[src/rtl/lfsr_rng_ranged_pkg.sv]
// ----------------------------------------------------------------------------
// rng_pkg : shared types and constants for the ranged LFSR random generator.
//   - rng_state_e : draw FSM states (IDLE / DRAW / HOLD)
//   - DEF_TAPS    : default Fibonacci tap mask (taps 32,22,2,1)
//   - DEF_SEED    : default reset seed
//   - pow2_mask() : smallest 2^k-1 that covers a value (0 maps to 0)
// ----------------------------------------------------------------------------
package rng_pkg;

    localparam int unsigned DEF_LFSR_W = 32;
    localparam logic [63:0] DEF_TAPS   = 64'h0000_0000_8020_0003;
    localparam logic [63:0] DEF_SEED   = 64'h0000_0000_6B1C_CA14;

    typedef enum logic [1:0] {
        ST_IDLE = 2'd0,
        ST_DRAW = 2'd1,
        ST_HOLD = 2'd2
    } rng_state_e;

    // Bit i of the mask is set when v has any set bit at or above position i.
    function automatic logic [63:0] pow2_mask(input logic [63:0] v);
        logic [63:0] m;
        m = '0;
        for (int i = 0; i < 64; i++) begin
            m[i] = |(v >> i);
        end
        return m;
    endfunction

endpackage

[src/rtl/lfsr_rng_ranged_lfsr_core.sv]
// ----------------------------------------------------------------------------
// lfsr_core : parametrised Fibonacci LFSR with XNOR feedback.
//   CLK       in  clock, rising edge
//   RST       in  asynchronous active-high reset (loads SEED)
//   en_i      in  advance enable
//   seed_ld_i in  synchronous seed load, priority over shifting
//   seed_i    in  seed value; all-ones (XNOR lockup) is replaced by SEED
//   r_o       out current register contents
// ----------------------------------------------------------------------------
module lfsr_core
    import rng_pkg::*;
#(
    parameter int unsigned        LFSR_W = DEF_LFSR_W,
    parameter logic [LFSR_W-1:0]  TAPS   = LFSR_W'(DEF_TAPS),
    parameter logic [LFSR_W-1:0]  SEED   = LFSR_W'(DEF_SEED)
) (
    input  logic              CLK,
    input  logic              RST,
    input  logic              en_i,
    input  logic              seed_ld_i,
    input  logic [LFSR_W-1:0] seed_i,
    output logic [LFSR_W-1:0] r_o
);

    logic [LFSR_W-1:0] r_q, r_d;
    logic              fb;

    assign fb  = ~^(r_q & TAPS);
    assign r_o = r_q;

    // Next state: reload beats shift; an all-ones seed would lock XNOR feedback.
    always_comb begin
        r_d = r_q;
        if (seed_ld_i) begin
            r_d = (&seed_i) ? SEED : seed_i;
        end else if (en_i) begin
            r_d = {r_q[LFSR_W-2:0], fb};
        end
    end

    always_ff @(posedge CLK or posedge RST) begin
        if (RST) begin
            r_q <= SEED;
        end else begin
            r_q <= r_d;
        end
    end

endmodule

[src/rtl/lfsr_rng_ranged.sv]
// ----------------------------------------------------------------------------
// lfsr_rng_ranged : LFSR random generator with a REQ/VALID/ACK handshake that
// returns a value in [0, LIMIT] via bounded rejection sampling.
//   CLK      in  system clock, rising edge
//   RST      in  asynchronous active-high reset
//   EN       in  LFSR advance enable; low freezes the LFSR and stalls draws
//   SEED_LD  in  synchronous seed-load strobe
//   SEED_IN  in  seed value for SEED_LD
//   REQ      in  draw request (IDLE, or HOLD together with ACK)
//   LIMIT    in  inclusive upper bound, captured when REQ is accepted
//   ACK      in  consumer has taken RANDOM (HOLD only)
//   VALID    out RANDOM holds a completed draw
//   RANDOM   out drawn value
//   REJ_CNT  out saturating rejected-candidate count (only with RNG_STATS_EN)
// Build option: define RNG_STATS_EN to add the REJ_CNT port and counter.
// ----------------------------------------------------------------------------
module lfsr_rng_ranged
    import rng_pkg::*;
#(
    parameter int unsigned        LFSR_W    = DEF_LFSR_W,
    parameter int unsigned        OUT_W     = 8,
    parameter logic [LFSR_W-1:0]  TAPS      = LFSR_W'(DEF_TAPS),
    parameter logic [LFSR_W-1:0]  SEED      = LFSR_W'(DEF_SEED),
    parameter int unsigned        MAX_TRIES = 8
) (
    input  logic              CLK,
    input  logic              RST,
    input  logic              EN,
    input  logic              SEED_LD,
    input  logic [LFSR_W-1:0] SEED_IN,
    input  logic              REQ,
    input  logic [OUT_W-1:0]  LIMIT,
    input  logic              ACK,
    output logic              VALID,
    output logic [OUT_W-1:0]  RANDOM
`ifdef RNG_STATS_EN
    ,
    output logic [15:0]       REJ_CNT
`endif
);

    localparam int unsigned TRY_W = 8;

    rng_state_e         state_q, state_d;
    logic [OUT_W-1:0]   random_q, random_d;
    logic [OUT_W-1:0]   limit_q, limit_d;
    logic               valid_q, valid_d;
    logic [TRY_W-1:0]   tries_q, tries_d;

    logic [LFSR_W-1:0]  lfsr_r;
    logic               step;
    logic [OUT_W-1:0]   mask;
    logic [OUT_W-1:0]   cand;
    logic               cand_ok;
    logic               last_try;
    logic [OUT_W:0]     fold;
    logic               unused_lfsr_hi;

    lfsr_core #(
        .LFSR_W (LFSR_W),
        .TAPS   (TAPS),
        .SEED   (SEED)
    ) u_lfsr (
        .CLK       (CLK),
        .RST       (RST),
        .en_i      (EN),
        .seed_ld_i (SEED_LD),
        .seed_i    (SEED_IN),
        .r_o       (lfsr_r)
    );

    // Only the low OUT_W bits of the LFSR feed candidates.
    assign unused_lfsr_hi = ^lfsr_r;

    // A DRAW evaluation happens only on edges where the LFSR really shifts.
    assign step     = EN & ~SEED_LD;
    assign mask     = OUT_W'(pow2_mask(64'(limit_q)));
    assign cand     = lfsr_r[OUT_W-1:0] & mask;
    assign cand_ok  = (cand <= limit_q);
    assign last_try = (tries_q == TRY_W'(MAX_TRIES - 1));
    // Fallback fold: cand <= 2*limit+1, so cand-(limit+1) lands in range.
    assign fold     = {1'b0, cand} - ({1'b0, limit_q} + (OUT_W+1)'(1));

    // Next-state and handshake logic.
    always_comb begin
        state_d  = state_q;
        random_d = random_q;
        limit_d  = limit_q;
        valid_d  = valid_q;
        tries_d  = tries_q;
        case (state_q)
            ST_IDLE: begin
                if (REQ) begin
                    limit_d = LIMIT;
                    tries_d = '0;
                    state_d = ST_DRAW;
                end
            end
            ST_DRAW: begin
                if (step) begin
                    if (cand_ok) begin
                        random_d = cand;
                        valid_d  = 1'b1;
                        state_d  = ST_HOLD;
                    end else if (last_try) begin
                        random_d = OUT_W'(fold);
                        valid_d  = 1'b1;
                        state_d  = ST_HOLD;
                    end else begin
                        tries_d = tries_q + TRY_W'(1);
                    end
                end
            end
            ST_HOLD: begin
                if (ACK) begin
                    valid_d = 1'b0;
                    if (REQ) begin
                        limit_d = LIMIT;
                        tries_d = '0;
                        state_d = ST_DRAW;
                    end else begin
                        state_d = ST_IDLE;
                    end
                end
            end
            default: begin
                state_d = ST_IDLE;
            end
        endcase
    end

    always_ff @(posedge CLK or posedge RST) begin
        if (RST) begin
            state_q  <= ST_IDLE;
            random_q <= '0;
            limit_q  <= '0;
            valid_q  <= 1'b0;
            tries_q  <= '0;
        end else begin
            state_q  <= state_d;
            random_q <= random_d;
            limit_q  <= limit_d;
            valid_q  <= valid_d;
            tries_q  <= tries_d;
        end
    end

    assign VALID  = valid_q;
    assign RANDOM = random_q;

`ifdef RNG_STATS_EN
    logic        rej_inc;
    logic [15:0] rej_q;

    // Every non-accepting evaluation counts, including the fallback one.
    assign rej_inc = (state_q == ST_DRAW) & step & ~cand_ok;

    always_ff @(posedge CLK or posedge RST) begin
        if (RST) begin
            rej_q <= '0;
        end else if (rej_inc && (rej_q != 16'hFFFF)) begin
            rej_q <= rej_q + 16'd1;
        end
    end

    assign REJ_CNT = rej_q;
`endif

endmodule
[config.mk]
export PLATFORM = sky130hd
export DESIGN_NAME = lfsr_rng_ranged
export DESIGN_NICKNAME = d
export VERILOG_FILES = /design/src/rtl/lfsr_rng_ranged_pkg.sv /design/src/rtl/lfsr_rng_ranged_lfsr_core.sv /design/src/rtl/lfsr_rng_ranged.sv
export SDC_FILE = /design/constraint.sdc
export NUM_CORES = 1
export LEC_CHECK = 0
export CAP_MARGIN = 20
export CORE_UTILIZATION = 53
export DETAILED_ROUTE_END_ITERATION = 16
export GPL_ROUTABILITY_DRIVEN = 0
export GPL_TIMING_DRIVEN = 0
export PLACE_DENSITY = 0.8
export SKIP_CTS_REPAIR_TIMING = 1
export SLEW_MARGIN = 25
export SYNTH_ARGS = -nofsm -noshare
export SYNTH_HDL_FRONTEND = slang
export SYNTH_SLANG_ARGS = --single-unit
[constraint.sdc]
create_clock -name CLK -period 3.6 [get_ports CLK]
set_input_delay 0.72 -clock CLK [delete_from_list [all_inputs] [get_ports CLK]]
set_output_delay 0.72 -clock CLK [all_outputs]
set_load 0.02 [all_outputs]
==> After elaboration in Yosys (flattened, before gate mapping) <==
Cells that the tools add are included.
{ "classes": {"magnitude_cmp": 1, "muxes": 26, "n_reduce_logical": 20, "n_bitwise": 3, "addsub": 3, "eq_ne": 9} }
{ "op_table": {"columns": ["op", "count"], "rows": [
  ["two-way mux 32 bit", 3],
  ["two-way mux 8 bit", 9],
  ["AND reduction 32 bit", 1],
  ["XNOR reduction 32 bit", 1],
  ["one-hot mux 8 bit (3 select lines)", 1],
  ["adder 8 x 1 -> 8 bit (second input constant)", 2],
  ["one-hot mux 8 bit (2 select lines)", 1],
  ["two-way mux 2 bit", 5],
  ["!= test 2 bit (second input constant)", 5],
  ["AND 8 bit", 1],
  ["equality test 8 x 3 -> 1 bit (second input constant)", 1],
  ["<= comparator 8 bit", 1],
  ["AND reduction 4 bit", 2],
  ["nonzero test 2 bit", 4],
  ["OR reduction 8 bit", 1],
  ["subtractor 8 bit", 1],
  ["OR reduction 7 bit", 1],
  ["one-hot mux 2 bit (3 select lines)", 1],
  ["OR reduction 6 bit", 1],
  ["two-way mux 1 bit", 5],
  ["AND reduction 5 bit", 1],
  ["OR reduction 5 bit", 1],
  ["OR reduction 4 bit", 1],
  ["!= test 3 bit (second input constant)", 1],
  ["other kinds (11)", 11]
]} }
{ "word_totals": {"regBits": 59, "input_bits": 46, "word_cells": 68, "output_inout_bits": 9} }

==> Depth between registers and ports, before layout <==
Gate-level depths: netlist of the first run.
{ "logic_depth": {"word_depth": 6, "depth_mapped": 12, "ltp_nobuf": 11} }

==> Modules after synthesis <==
A second synthesis of the first run with hierarchy kept.
{ "unflattened": {"cells_unflattened": 349, "area_unflattened_um2": 3509.6} }
{ "modules_own_cells": {"columns": ["module", "cells_each", "area_per_inst_um2", "seq_area_each_um2", "instances"], "rows": [
  ["lfsr_rng_ranged", 195, 1814.2, 675.6, 1],
  ["lfsr_core", 154, 1695.4, 818.3, 1]
]} }

==> Worst setup path after synthesis of the first run <==
No wires, ideal clock.
{ "synth_path": {"kind": "register to register", "from": "register limit_q[7]", "to": "register random_q[1], in the netlist RANDOM[1]", "period_less_slack_ns": 3.301, "setup_time_ns": 0.125, "arrival_ns": 3.176, "required_time_ns": 3.475, "path_stages_with_launch": 10, "setup_slack_ns": 0.299, "cell_sequence": "dfrtp_1 > or4_4 > or3_4 > and2_2 > ha_1 > nand4_1 > mux2_2 > o21a_2 > a211oi_4 > mux2_2"} }
{ "synth_via": {"elab_chain_len": 5} }
{ "synth_lines": {"columns": ["element", "line", "source"], "rows": [
  ["start: declaration", "lfsr_rng_ranged.sv:46", "logic [OUT_W-1:0] limit_q, limit_d;"],
  ["start signal: assignment", "lfsr_rng_ranged.sv:142", "limit_q <= limit_d;"],
  ["OR reduction 8 bit, or another cell as far along", "lfsr_rng_ranged_pkg.sv:25", "m[i] = |(v >> i);"],
  ["AND 8 bit", "lfsr_rng_ranged.sv:78", "assign cand = lfsr_r[OUT_W-1:0] & mask;"],
  ["subtractor 8 bit or <= comparator 8 bit (tied branches)", "lfsr_rng_ranged.sv:82, lfsr_rng_ranged.sv:79", null],
  ["two-way mux 8 bit or nonzero test 2 bit (tied branches)", null, null],
  ["two-way mux 8 bit or AND reduction 3 bit (tied branches)", null, null],
  ["end signal: assignment", "lfsr_rng_ranged.sv:141", "random_q <= random_d;"],
  ["end: declaration", "lfsr_rng_ranged.sv:45", "logic [OUT_W-1:0] random_q, random_d;"]
]} }
Several ways; a longest one is shown, not always the timed one. The select of a mux whose other input is x is not followed.
A chain may end at the register's enable or synchronous reset.

==> Worst setup path after layout of the first run <==
{ "layout_path": {"from": "register limit_q[7]", "to": "register random_q[4], in the netlist RANDOM[4]"} }
Same word-level chain as after synthesis.

==> flow_metrics.py, run 1 <==
metrics = {
    "synthesis": {
        "syn_area_per_cell_um2": 9.85,
        "synth-edff-count": 0,
        "yosys_warnings": 0,
        "netlist-cell-type-count": 44,
        "ys_ff_latch": 59,
        "synthCells": 336,
        "ys_seq_area_share_pct": 45.1,
        "synth-main-ff-cell": "dfrtp_1",
        "synth_area_um2": 3310,
        "async_reset_ff_share_pct": 100,
        "synth_fp_nets": 392,
    },
    "setup_path": {
        "worst_path_most_repeated_cell": "mux2_2",
        "start_kind": "flop",
        "ff2ff_setup_slack_ns": 0.14,
        "critPathCaptureType": "flop",
        "cp_cell_sequence": "or4_4 > or3_4 > and2_2 > ha_1 > nand4_1 > mux2_2 > o21a_2 > a211oi_4 > buf_12 > mux2_2",
        "cpLargestDelayFamily": "simple AND/OR/NAND/NOR gates",
        "critPathMaxStageDelay_ns": 0.58,
        "criticalPathCategory": "reg -> reg",
        "cp_max_fo": 9,
        "cpMaxStageDelayCell": "or4_4",
        "worstPathRequired_ns": 3.83,
        "crit_buf_inv": 1,
        "cp.arrival_ns": 3.69,
    },
    "finish": {
        "final_area_um2": 4210,
        "syn2layout_area_growth_pct": 27.2,
        "fin_cells": 484,
        "diodes": 0,
        "finish.net_count": 460,
        "final_util_pct": 70.7,
        "drive_gt1_share_pct": 13.0,
    },
    "floorplan": {
        "die_y_um": 81.0,
        "start_util_pct": 55.6,
        "io_pins": 55,
        "rows": 28,
        "dieArea_um2": 6570,
        "core-area_um2": 5960,
        "die_w_um": 81.0,
    },
    "sta": {
        "tightest_slew_ns": 0.687,
        "finalClockSkew_ns": 0.0105,
        "setup_violations": 0,
        "fmaxAchievable_mhz": 289,
        "final.setup.tns_ns": 0,
        "min_period_ns": 3.46,
        "finalWorstSetupSlack_ns": 0.136,
        "slew_viol_final": 0,
        "final-hold-violation-count": 0,
        "fin_crit_sh_pct": 96.2,
        "grt_setup_unrepaired": "no",
        "relSlewSlack_pct": 54.1,
    },
    "global_route": {
        "antenna_found_initial": 0,
        "gr-usage-all-layers_pct": 25.7,
        "first_global_vias": 2777,
        "grt_pass1_wl_mm": 12.7,
        "grt_max_degree": 44,
        "grt_overflow_total": 0,
    },
    "power": {
        "irDropWorstVdd_mv": 0.499,
        "netSwitchingPower_uw": 1060,
        "leakage_uw": 0.00186,
        "power_density_nw_per_um2": 687,
        "power.internal_uw": 1830,
        "power_frac_comb_pct": 44.5,
        "power_frac_clock_pct": 23.3,
        "swShare_pct": 36.6,
        "seqPwrFrac_pct": 32.2,
    },
    "clock_tree": {
        "path_clk_slew_ns": 0.07,
        "clockBufferDepth": 2,
        "htreeDepth": 3,
        "cts.sinks": 59,
        "cts_root_buffer": "clkbuf_8",
        "clock_latency_ns": 0.34,
        "numCtsBuffers": 9,
        "cts_tree": "yes",
    },
    "routing": {
        "drt-pass1-iter-count": 4,
        "vias_per_cell": 5.70,
        "wl_per_cell_um": 15.5,
        "antenna_left": 0,
        "vias": 2758,
        "post-route-drc-count": 0,
        "drt-total-wl_mm": 7.50,
        "drt_iter0_drc": 155,
    },
    "outcome": {
        "status": "completed",
    },
    "place": {
        "dp_cells": 465,
        "pre_cts_ws_ns": -0.0544,
        "hpwl_mm": 5.56,
        "placed_area_um2": 3960,
        "io_buffer_count": 53,
    },
    "hold_path": {
        "hold_class": "reg -> reg",
    },
    "job": {
        "maxCapViolations": 0,
    },
}
-- cell families (layout without fill, tap and decap cells) --
family	count (synthesis)	count (layout)	synth area share, %
compound gates	83	83	15.0
xor+xnor	7	7	1.85
buf+inv	33	106	3.82
simple gates	94	94	14.5
fa+ha+maj	10	10	4.01
flops	59	59	45.1
mux	50	50	15.7
-- layout by cell type, fill, tap and decap left out, drive strengths merged, types with 5 or more instances in the layout --
cell type | netlist | layout
a21oi | 12 | 12
a31oi | 9 | 9
and3 | 5 | 5
buf | 3 | 7
clkbuf | 13 | 25
clkdlybuf4s50 | 0 | 53
dfrtp | 45 | 45
dfstp | 14 | 14
ha | 9 | 9
inv | 17 | 17
mux2 | 9 | 9
mux2i | 41 | 41
nand2 | 45 | 45
nand2b | 6 | 6
nand4 | 11 | 11
nor3 | 7 | 7
o21a | 9 | 9
o21ai | 42 | 42
-- final timing paths --
path	start	to	depth (start not counted)
worst max-delay path	limit_q[7]	RANDOM[4]	10
worst min register to register	VALID	VALID	1
worst min-delay path	VALID	VALID	1
max in group asynchronous	RST	u_lfsr.r_o[30]	3
min in group asynchronous	RST	tries_q[3]	2
worst max register to register	limit_q[7]	RANDOM[4]	10
-- per-layer routing --
layer / part of all wire [%] / track usage [%] / wire (um) / up-vias
li1: - / - / - / 1341
met1: 44 / 32.3 / 3330 / 1323
met2: 49 / 42.5 / 3660 / 72
met3: 3.4 / 4.27 / 257 / 22
met4: 3.3 / 13.0 / 247 / 0
met5: 0 / 0 / 0 / -
-- worst register-to-register path: cells and delay by family (launching register included) --
family                     cells  cell delay [ns]
AOI/OAI and AO/OA              2             0.49
muxes                          2             0.64
adders and majority gates      1             0.37
DFF                            1             0.43
buffers and inverters          1             0.17
and+or+nand+nor                4             1.27
-- synth_stat cells, drive strengths merged, types with 4 or more instances --
cell type | instances | area [um^2]
mux2 | 9 | 109
dfrtp | 45 | 1130
a21oi | 12 | 60.1
nand3 | 4 | 20.0
a31oi | 9 | 56.3
xnor2 | 4 | 35.0
and3 | 5 | 31.3
nand4 | 11 | 68.8
dfstp | 14 | 368
nand2b | 6 | 37.5
nand2 | 45 | 169
o21a | 9 | 68.8
inv | 17 | 63.8
clkbuf | 13 | 48.8
nor3 | 7 | 35.0
mux2i | 41 | 410
o21ai | 42 | 210
ha | 9 | 113
-- power groups by stage --
stage                     Sequential [uW]  Combinational [uW]  Clock [uW]
final                                 933                1290         673
after global routing                  954                1410         719
after CTS                             931                1260         679
after detailed placement              942                1250           0
after global placement                931                1210           0
after floorplan                       977                 844           0
-- final cells by class --
type | instances | area [um^2]
Timing Repair Buffer | 57 | 586
Sequential cell | 59 | 1490
Clock buffer | 12 | 145
Tap cell | 75 | 93.8
Buffer | 16 | 62.6
Multi-Input combinational cell | 244 | 1690
Inverter | 17 | 66.3
Fill cell | 446 | 1740
Clock inverter | 4 | 73.8
-- stage by stage --
step	total power (uW)	hold WS, ns
floorplan	1820	0.452
global placement	2140	0.469
detailed placement	2190	0.479
CTS	2870	0.489
global route	3090	0.497
finish	2890	0.494
-- registers in the layout, summed over array words and instances, names as in the netlist --
| signal | flops |
|---|---|
| VALID | 1 |
| u_lfsr.r_o | 32 |
| RANDOM | 8 |
| limit_q | 8 |
| state_q | 2 |
| tries_q | 8 |
(Power assumes the default switching activity.)
==> run 2, diff against run 1 <==
Settings changed: CTS_CLUSTER_DIAMETER set to 100.
==> results of run 2 <==
No change in the layout: final DEF, timing and power equal those of run 1.
==> run 3, diff against run 2 <==
Settings changed: CORE_UTILIZATION 53 to 30, CTS_CLUSTER_DIAMETER 100 to unset, PLACE_DENSITY 0.8 to unset.
==> flow_metrics.py, run 3 (synthesis gave the netlist of run 1 again) <==
metrics = {
    "sta": {
        "fmaxAchievable_mhz": 291,
        "relSlewSlack_pct": 53.0,
        "min_period_ns": 3.44,
        "setup_violations": 0,
        "final.setup.tns_ns": 0,
        "fin_crit_sh_pct": 95.4,
        "tightest_slew_ns": 0.705,
        "finalClockSkew_ns": 0.0129,
        "final-hold-violation-count": 0,
        "grt_setup_unrepaired": "no",
        "slew_viol_final": 0,
        "whs_ns": 0.502,
    },
    "finish": {
        "largest_reg_flops": 32,
        "final_util_pct": 40.7,
        "final_area_um2": 4280,
        "final_common_cell": "clkdlybuf4s50_1",
        "syn2layout_area_growth_pct": 29.3,
        "drive_gt1_share_pct": 13.2,
        "final_cell_mix": "53 x clkdlybuf4s50_1, 45 x dfrtp_1, 45 x nand2_1",
        "finish.net_count": 460,
        "fin_cells": 545,
        "diodes": 0,
        "seqCellArea_um2": 1490,
        "multiInputGateArea_um2": 1690,
        "fillers": 1066,
    },
    "power": {
        "power_density_nw_per_um2": 654,
        "power_frac_comb_pct": 44.8,
        "swShare_pct": 36.9,
        "irDropWorstVdd_mv": 0.339,
        "power_frac_clock_pct": 22.0,
        "netSwitchingPower_uw": 1030,
        "power.internal_uw": 1760,
        "seqPwrFrac_pct": 33.2,
        "leakage_uw": 0.00185,
    },
    "routing": {
        "wl_per_cell_um": 13.6,
        "drt-total-wl_mm": 7.41,
        "antenna_left": 0,
        "drt_iter0_drc": 68,
        "drt-pass1-iter-count": 4,
        "vias_per_cell": 4.83,
        "vias": 2630,
        "post-route-drc-count": 0,
    },
    "place": {
        "hpwl_mm": 5.72,
        "placed_area_um2": 4040,
        "io_buffer_count": 53,
        "dp_cells": 526,
    },
    "outcome": {
        "status": "completed",
    },
    "job": {
        "maxCapViolations": 0,
    },
    "clock_tree": {
        "cts.sinks": 59,
        "cts_root_buffer": "clkbuf_8",
        "htreeDepth": 3,
        "cts_tree": "yes",
        "clock_latency_ns": 0.34,
        "clockBufferDepth": 2,
        "numCtsBuffers": 9,
        "path_clk_slew_ns": 0.08,
    },
    "floorplan": {
        "dieArea_um2": 11500,
        "core-area_um2": 10500,
        "io_pins": 55,
        "start_util_pct": 31.5,
        "rows": 37,
        "die_y_um": 107,
        "die_w_um": 107,
    },
    "setup_path": {
        "worstPathRequired_ns": 3.82,
        "start_kind": "flop",
        "cp_max_fo": 8,
        "cp.arrival_ns": 3.65,
        "criticalPathCategory": "reg -> reg",
        "critPathCaptureType": "flop",
    },
    "global_route": {
        "grt_max_degree": 45,
        "grt_pass1_wl_mm": 12.6,
        "grt_overflow_total": 0,
        "first_global_vias": 2719,
        "gr-usage-all-layers_pct": 13.9,
        "antenna_found_initial": 0,
    },
    "hold_path": {
        "hold_class": "reg -> reg",
    },
}
## run 3: layout make-up
cell class | count | share of cell area (%)
inverter | 17 | 1.55
clock inverter | 5 | 1.46
timing repair buffer | 57 | 13.9
tap | 136 | 3.98
sequential | 59 | 34.9
multi-input combinational | 244 | 39.5
buffer | 16 | 1.46
clock buffer | 11 | 3.30
## run 3: final timing paths
check,start,to,slack [ns],depth (start not counted)
max,limit_q[7],RANDOM[7],0.16,10
min,tries_q[7],tries_q[7],0.50,1
max reg2reg,limit_q[7],RANDOM[7],0.16,10
min reg2reg,tries_q[7],tries_q[7],0.50,1
max in group asynchronous,RST,u_lfsr.r_o[29],2.40,3
min in group asynchronous,RST,tries_q[3],0.66,2
## run 3: per-stage QoR
stage / setup WS [ns] / power [uW]
3_5_place_dp: 0.0124 / 2180
4_1_cts: 0.00880 / 2800
5_1_grt: 0.0162 / 3000
3_3_place_gp: 0.0538 / 2150
6_report: 0.165 / 2800
2_1_floorplan: 0.299 / 1820
## run 3: worst max-delay path, cell delays in order, from the launching register on
cell and delay, ns:
dfrtp_1 0.44, or4_4 0.57, or3_4 0.35, and2_2 0.21
ha_1 0.38, nand4_1 0.11, mux2_2 0.28, o21a_2 0.18
a211oi_4 0.32, buf_12 0.16, mux2_2 0.32
## run 3: power by group through the flow
| stage | clock network [uW] | registers (uW) | logic, uW |
|---|---|---|---|
| final | 614 | 929 | 1250 |
| after global routing | 654 | 952 | 1400 |
| after CTS | 624 | 930 | 1250 |
| after floorplan | 0 | 977 | 844 |
| after global placement | 0 | 933 | 1210 |
| after detailed placement | 0 | 941 | 1240 |
## run 3: routing by layer
layer  GRT usage [%]  share of wire [%]  vias up
li1                -                  -     1339
met4            3.23               0.59        0
met3            3.65                4.7        5
met1            18.7                 50     1222
met5               0                  0        -
met2            22.3                 45       64
